**config.mk**
```make
export PLATFORM = sky130hd
export DESIGN_NAME = dadd_arbiter
export DESIGN_NICKNAME = d
export VERILOG_FILES = /design/src/rtl/dadd_arbiter.sv
export SDC_FILE = /design/constraint.sdc
export NUM_CORES = 1
export LEC_CHECK = 0
export ABC_AREA = 1
export CORE_AREA = 2 2 305 307
export DETAILED_ROUTE_END_ITERATION = 8
export DIE_AREA = 0 0 307 309
export PLACE_DENSITY = 0.42
export SYNTH_ARGS = -nofsm -noshare
export SYNTH_HDL_FRONTEND = slang
export SYNTH_SLANG_ARGS = --single-unit
```
**constraint.sdc**
```tcl
create_clock -name clock -period 3.36 [get_ports clock]
set_input_delay 0.336 -clock clock [delete_from_list [all_inputs] [get_ports clock]]
set_output_delay 0.336 -clock clock [all_outputs]
set_load 0.05 [all_outputs]
```
**src/rtl/dadd_arbiter.sv**
```systemverilog
// Round-robin arbiter time-sharing one single-shot double adder among NUM_REQ requesters.
// Define DADD_ARB_TIMEOUT_EN to abort a WAIT that exceeds TIMEOUT_CYCLES with a quiet-NaN error reply.
module dadd_arbiter #(
  parameter int  NUM_REQ        = 4,
  parameter int  TIMEOUT_CYCLES = 127,
  localparam int ID_W           = (NUM_REQ > 1) ? $clog2(NUM_REQ) : 1
) (
  input  logic                  clock,
  input  logic                  reset_n,
  input  logic [NUM_REQ-1:0]    req_valid,
  input  logic [64*NUM_REQ-1:0] req_a,
  input  logic [64*NUM_REQ-1:0] req_b,
  output logic [NUM_REQ-1:0]    req_ready,
  output logic                  resp_valid,
  input  logic                  resp_ready,
  output logic [ID_W-1:0]       resp_id,
  output logic [63:0]           resp_z,
  output logic                  resp_err,
  output logic                  busy,
  output logic                  adder_reset,
  output logic                  adder_valid,
  output logic [63:0]           adder_a,
  output logic [63:0]           adder_b,
  input  logic [63:0]           adder_z,
  input  logic                  adder_done
);

  localparam logic [63:0] QNAN = 64'hFFF8000000000000;

  typedef enum logic [1:0] {IDLE, ISSUE, WAIT, RESP} state_t;

  state_t          state;
  state_t          state_nxt;
  logic [ID_W-1:0] rr_ptr;
  logic            gnt_any;
  logic [ID_W-1:0] gnt_idx;
  logic [ID_W-1:0] cand;
  logic            timeout_hit;

  if (NUM_REQ < 2 || NUM_REQ > 16 || TIMEOUT_CYCLES < 1) begin : g_param_check
    $error("dadd_arbiter: NUM_REQ must be 2..16 and TIMEOUT_CYCLES >= 1");
  end

  // Search starts just after the last winner, so each requester waits at most NUM_REQ-1 ops.
  always_comb begin
    gnt_any = 1'b0;
    gnt_idx = '0;
    cand    = '0;
    for (int i = 1; i <= NUM_REQ; i++) begin
      cand = ID_W'((int'(rr_ptr) + i) % NUM_REQ);
      if (!gnt_any && req_valid[cand]) begin
        gnt_any = 1'b1;
        gnt_idx = cand;
      end
    end
  end

  always_comb begin
    req_ready = '0;
    if (state == IDLE && reset_n && gnt_any) begin
      req_ready[gnt_idx] = 1'b1;
    end
  end

  // IDLE doubles as the adder reset pulse, so every ISSUE follows at least one reset cycle.
  assign adder_reset = (state == IDLE) || !reset_n;
  assign adder_valid = (state == ISSUE);
  assign busy        = (state != IDLE);

`ifdef DADD_ARB_TIMEOUT_EN
  localparam int TO_W = $clog2(TIMEOUT_CYCLES + 1);

  logic [TO_W-1:0] wait_cnt;

  always_ff @(posedge clock) begin
    if (!reset_n) begin
      wait_cnt <= '0;
    end else if (state == ISSUE) begin
      wait_cnt <= '0;
    end else if (state == WAIT && wait_cnt != TO_W'(TIMEOUT_CYCLES)) begin
      wait_cnt <= wait_cnt + TO_W'(1);
    end
  end

  // Fires on the TIMEOUT_CYCLES-th WAIT cycle; a done in that same cycle takes priority.
  assign timeout_hit = (state == WAIT) && !adder_done && (wait_cnt == TO_W'(TIMEOUT_CYCLES - 1));
`else
  assign timeout_hit = 1'b0;
`endif

  always_comb begin
    state_nxt = state;
    case (state)
      IDLE:    if (gnt_any) state_nxt = ISSUE;
      ISSUE:   state_nxt = WAIT;
      WAIT:    if (adder_done || timeout_hit) state_nxt = RESP;
      RESP:    if (resp_ready) state_nxt = IDLE;
      default: state_nxt = IDLE;
    endcase
  end

  always_ff @(posedge clock) begin
    if (!reset_n) begin
      state      <= IDLE;
      rr_ptr     <= ID_W'(NUM_REQ - 1);
      adder_a    <= '0;
      adder_b    <= '0;
      resp_valid <= 1'b0;
      resp_id    <= '0;
      resp_z     <= '0;
      resp_err   <= 1'b0;
    end else begin
      state <= state_nxt;
      case (state)
        IDLE: begin
          if (gnt_any) begin
            adder_a <= req_a[64*gnt_idx +: 64];
            adder_b <= req_b[64*gnt_idx +: 64];
            rr_ptr  <= gnt_idx;
            resp_id <= gnt_idx;
          end
        end
        WAIT: begin
          if (adder_done) begin
            resp_z     <= adder_z;
            resp_err   <= 1'b0;
            resp_valid <= 1'b1;
          end else if (timeout_hit) begin
            resp_z     <= QNAN;
            resp_err   <= 1'b1;
            resp_valid <= 1'b1;
          end
        end
        RESP: begin
          if (resp_ready) resp_valid <= 1'b0;
        end
        default: ;
      endcase
    end
  end

endmodule

```
**Yosys cells after proc, flatten, opt, wreduce, memory -nomap -nowiden**

Index checks and enable logic that the tools add are counted.
Widths: inputs -> output; s select.

- Output and inout bits: 203
- Bits in registers: 199

- $add $sub $neg: 4
- Magnitude comparators: 6
- Muxes and demuxes: 26
- Eq/ne operators: 6
- Shift operators: 2
- Reductions and logical operators: 18

Operators with widths:

| kind | count |
|---|---|
| $shiftx 256x9->64 | 2 |
| $lt 2x3->1 const B | 5 |
| $mux 2 | 7 |
| $mux 1 | 11 |
| $bmux 1 s2 | 4 |
| $pmux 2 s4 | 1 |
| $logic_and 1x1->1 | 6 |
| $ne 2x2->1 const B | 3 |
| $reduce_and 3->1 | 2 |
| $add 2x1->2 const B | 2 |
| $add 2x2->2 const B | 2 |
| $eq 2x2->1 const B | 2 |
| $logic_not 1->1 | 4 |
| $mux 4 | 1 |
| $reduce_and 2->1 | 2 |
| $reduce_bool 2->1 | 2 |
| $demux 1 s2 | 1 |
| $eq 2x1->1 const B | 1 |
| $ge 2x1->1 const B | 1 |
| $logic_not 2->1 | 1 |
| $pmux 1 s2 | 1 |
| $logic_or 1x1->1 | 1 |

**Logic depth before layout (Yosys ltp)**

- Depth in word-level cells: 18
- Mapped depth: 18

**Worst setup path after synthesis**

OpenSTA, ideal clock, no wires.

- Kind: flip-flop to output port
- Start point: register rr_ptr[1]
- End point: output req_ready[0]
- Cell stages (with the launch flop): 17
- Arrival: 2.612 ns
- Buffers on the path: 3
- Data required time: 3.024 ns
- Slack: 0.412 ns
- Cells stage by stage: dfxtp_1 buf_2 inv_2 nand2_1 nand2_1 nand2_1 nand2_1 inv_1 nand2_1 nor2_1 inv_1 nand2_2 inv_2 buf_6 buf_2 nand2_1 nor3_1

- Longest elaborated chain between the ends: 18

RTL lines:

| element | line | RTL |
|---|---|---|
| from (decl) | 34 | `logic [ID_W-1:0] rr_ptr;` |
| from (signal assigned) | 105 | `rr_ptr <= ID_W'(NUM_REQ - 1);` |
| from (signal assigned) | 119 | `rr_ptr <= gnt_idx;` |
| $add 2x1->2 | 50 | `cand = ID_W'((int'(rr_ptr) + i) % NUM_REQ);` |
| $bmux 1 s2 | 51 | `if (!gnt_any && req_valid[cand]) begin` |
| $mux 1 (implied by the code) | 51 |  |
| $mux 1 | 51 |  |
| $logic_not 1->1 | 51 |  |
| $logic_and 1x1->1 | 51 |  |
| $mux 1 | 51 |  |
| $logic_not 1->1 | 51 |  |
| [... 2 more ...] | n/a |  |
| $logic_not 1->1 | 51 |  |
| $logic_and 1x1->1 | 51 |  |
| $mux 2 | 51 |  |
| $lt 2x3->1 (implied by the code) / $ge 2x1->1 (equally long branches) | 61 | `req_ready[gnt_idx] = 1'b1;` |
| $logic_and 1x1->1 (implied by the code) | 61 |  |
| $mux 1 (implied by the code) | 61 |  |
| $demux 1 s2 | 61 |  |
| $mux 4 * | 60 | `if (state == IDLE && reset_n && gnt_any) begin` |
| to (decl) | 13 | `output logic [NUM_REQ-1:0] req_ready,` |

Every way passes the cells marked *; elsewhere a longest branch is shown, timed or not. The select of a mux whose other input is x is not followed.

**Worst setup path in the final report**

- Start point: register rr_ptr[0]
- End point: output req_ready[3]

Same word-level chain as after synthesis.

==> results_dict.tcl <==
set metrics [dict create \
    yosys.area.top_type "dfxtp_1" \
    synth.most_common_cell "nand2_1" \
    min_path_cells 2 \
    dieArea_mm2 0.0949 \
    setup_viol 0 \
    antenna_found_initial 16 \
    fin_worst_skew_ns 0.0161 \
    slew_violations 0 \
    first_global_vias 16477 \
    synth-adder-area-share_pct 0.487 \
    seq_area_mm2 0.00398 \
    numPortBuffers 785 \
    hold_start "reset_n" \
    drive_gt1_share_pct 3.96 \
    place_ws_ns 0.416 \
    synth_top_family_by_area "simple AND/OR/NAND/NOR gates" \
    fillers 10354 \
    start_kind "flip-flop" \
    setup_slack_ns 0.306 \
    seqPwrFrac_pct 14.4 \
    fmax_mhz 327 \
    yosys.area_share.simple_pct 54.4 \
    grt_pass1_wl_mm 110 \
    ir_drop_v 0.000417 \
    yosysUniqueCellTypes 27 \
    clkTransAtPathRegs_ns 0.09 \
    drc 0 \
    cp_data_arrival_time_ns 2.72 \
    cp_common_cell "nand2_1" \
    final_area_mm2 0.0228 \
    async_flop_share_pct 0 \
    r2r_cells 17 \
    synthDominantCellAreaShare_pct 31.0 \
    ios 787 \
    setup_tns_ns 0 \
    vias_per_cell 3.95 \
    hold_path_class "primary input to flip-flop" \
    slowest_stage "dfxtp_1" \
    yosys_warnings 0 \
    drt_wl_total_mm 77.7 \
    cellLeakagePower_nw 10.6 \
    p_sw_mw 14.4 \
    crit_required_ns 3.02 \
    grt.overflow.total 0 \
    ys.flop_type "dfxtp_1" \
    first_iter_violations 846 \
    syn_area_mm2 0.0129 \
    ys_seq_area_share_pct 31.0 \
    worstPathMaxFanout 61 \
    cts_buffer_depth 2 \
    rsz0062_at_grt "false" \
    end_kind "primary output" \
    synth_xor_area_share_pct 0 \
    final_core_util_pct 24.9 \
    p_int_mw 10.2 \
    hold_viol 0 \
    critPathMaxStageDelay_ns 0.46 \
    gp_congestion 0.837 \
    clock_sinks 199 \
    synth_commonest_cells "nand2_1, nor2_1, nand3_1" \
    grt_max_degree 95 \
    period_share_pct 90.9 \
    wire_per_inst_um 18.4 \
    path_cells "inv_2, nand2_1, nand2_1, nand2_1, nand2_2, nor2_4, nand3_2, nand2_8, nand2_8, buf_12, nor3_2, buf_12" \
    synth-seq-cells 199 \
    synth-compound-area-share_pct 3.13 \
    tightest_slew_ns 0.848 \
    dp_hpwl_mm 59.1 \
    synth_cells 2330 \
    dpl_cell_area_mm2 0.0221 \
    cts_tree "yes" \
    antenna_left 0 \
    run_status "completed" \
    area_growth_pct 77.2 \
    clk_latency_ns 0.52 \
    slew_headroom_pct 43.3 \
    switching_share_pct 58.5 \
    grtUsageTotal_pct 15.6 \
    powerDensity_mw_per_mm2 1080 \
    path_class "flip-flop to primary output" \
    synthTopCellsByArea "dfxtp_1, nand2_1, nand3_1" \
    hold_slack_ns 0.325 \
    h-tree-depth 4 \
    start_util_pct 14.1 \
    synth_area_per_cell_um2 5.52 \
    synth_nets 2919 \
    cap_viol_max_count 0 \
    rows 111 \
    synthMuxAreaShare_pct 0 \
    synth_edf_count 0 \
    crit_path_start "rr_ptr[0]$_SDFFE_PN1P_" \
    cts_buffers 17 \
    pwr-share-clk_pct 9.2 \
    first_pass_iters 5 \
    vias 16669 \
    core_region_area_mm2 0.0914 \
    multi_input_area_mm2 0.00756 \
    nets 3606 \
    die_h_um 309 \
    die_w_um 307 \
    combPwrFrac_pct 76.4 \
    period_needed_ns 3.05 \
    cts_root_buffer "clkbuf_16" \
    r2r-start "rr_ptr[0]$_SDFFE_PN1P_" \
]
==> sequential cells by signal, indices dropped and copies added (netlist names) <==
signal and cells:
resp_z 64, state 2, resp_id 2, resp_valid 1, rr_ptr 2, adder_a 64, adder_b 64
==> final cells by class <==
| cell class | count | share of cell area (%) |
|---|---|---|
| diodes | 8 | 0.0879 |
| clock buffers | 17 | 1.87 |
| clock inverters | 15 | 0.780 |
| inverters | 146 | 2.50 |
| multi-input cells | 1809 | 33.2 |
| flip-flops and latches | 199 | 17.5 |
| well taps | 1186 | 6.52 |
| repair buffers | 844 | 37.6 |
==> final timing paths <==
kind	to	slack, ns
worst max-delay path	req_ready[3]	0.31
worst min-delay path	rr_ptr[0]$_SDFFE_PN1P_	0.32
worst max register to register	adder_b[50]$_SDFFE_PN0P_	0.66
worst min register to register	resp_id[0]$_SDFFE_PN0P_	0.47
==> cell families (layout without fill, tap and decap cells) <==
logic type      after synthesis  in the layout
compound gates               78             78
fa+ha+maj                     5              5
buf+inv                     323           1022
flops                       199            199
other cells                   1              9
simple gates               1724           1725
==> critical path: cells and delay by family, from the launching register on <==
family,cells,cell delay (ns)
buffers and inverters,3,0.52
DFF,1,0.46
and+or+nand+nor,9,1.18
==> cells in the final DEF, fill, tap and decap left out, types with 2 or more instances in the layout <==
| cell | synthesis | layout |
|---|---|---|
| clkinv_8 | 0 | 6 |
| clkbuf_16 | 0 | 17 |
| inv_1 | 140 | 138 |
| nor3_2 | 0 | 4 |
| inv_6 | 0 | 5 |
| nand2_2 | 6 | 4 |
| o211ai_1 | 2 | 2 |
| nand2_8 | 0 | 4 |
| buf_12 | 0 | 22 |
| buf_4 | 8 | 41 |
| clkinvlp_4 | 0 | 3 |
| nand3_1 | 387 | 387 |
| a21oi_1 | 6 | 5 |
| inv_2 | 5 | 4 |
| nand2_1 | 935 | 934 |
| inv_8 | 0 | 4 |
| ha_1 | 5 | 5 |
| diode_2 | 0 | 8 |
| dfxtp_1 | 199 | 199 |
| clkdlybuf4s50_1 | 0 | 780 |
| o21ai_0 | 66 | 66 |
| nor2_1 | 388 | 388 |
==> power by group through the flow <==
stage | logic, mW | clock network, mW | registers, mW
after floorplan | 9.87 | 0 | 5.91
after global placement | 19.0 | 0 | 3.58
after detailed placement | 18.9 | 0 | 3.59
after CTS | 19.0 | 2.43 | 3.55
after global routing | 21.0 | 2.48 | 3.64
final | 18.8 | 2.27 | 3.54
==> timing repair <==
item,4_1_cts,5_1_grt
pin swaps,0,1
cloned,0,1
buffers inserted,0,3
endpoints found under the setup margin,1,4
hold buffers,0,0
resized for setup,1,5
==> through the flow <==
| stage | std cells | power (mW) |
|---|---|---|
| after detailed placement | 4180 | 22.5 |
| after global placement | 4180 | 22.6 |
| after floorplan | 2330 | 15.8 |
| final | 4224 | 24.6 |
| after CTS | 4212 | 25.0 |
| after global routing | 4223 | 27.1 |
==> metal layers <==
metal	GRT usage (%)	wire, µm
met1	18.6	33000
met2	26.8	37400
met3	5.08	5850
met4	4.44	1380
met5	0	66
Power figures use the tool's default switching activity.
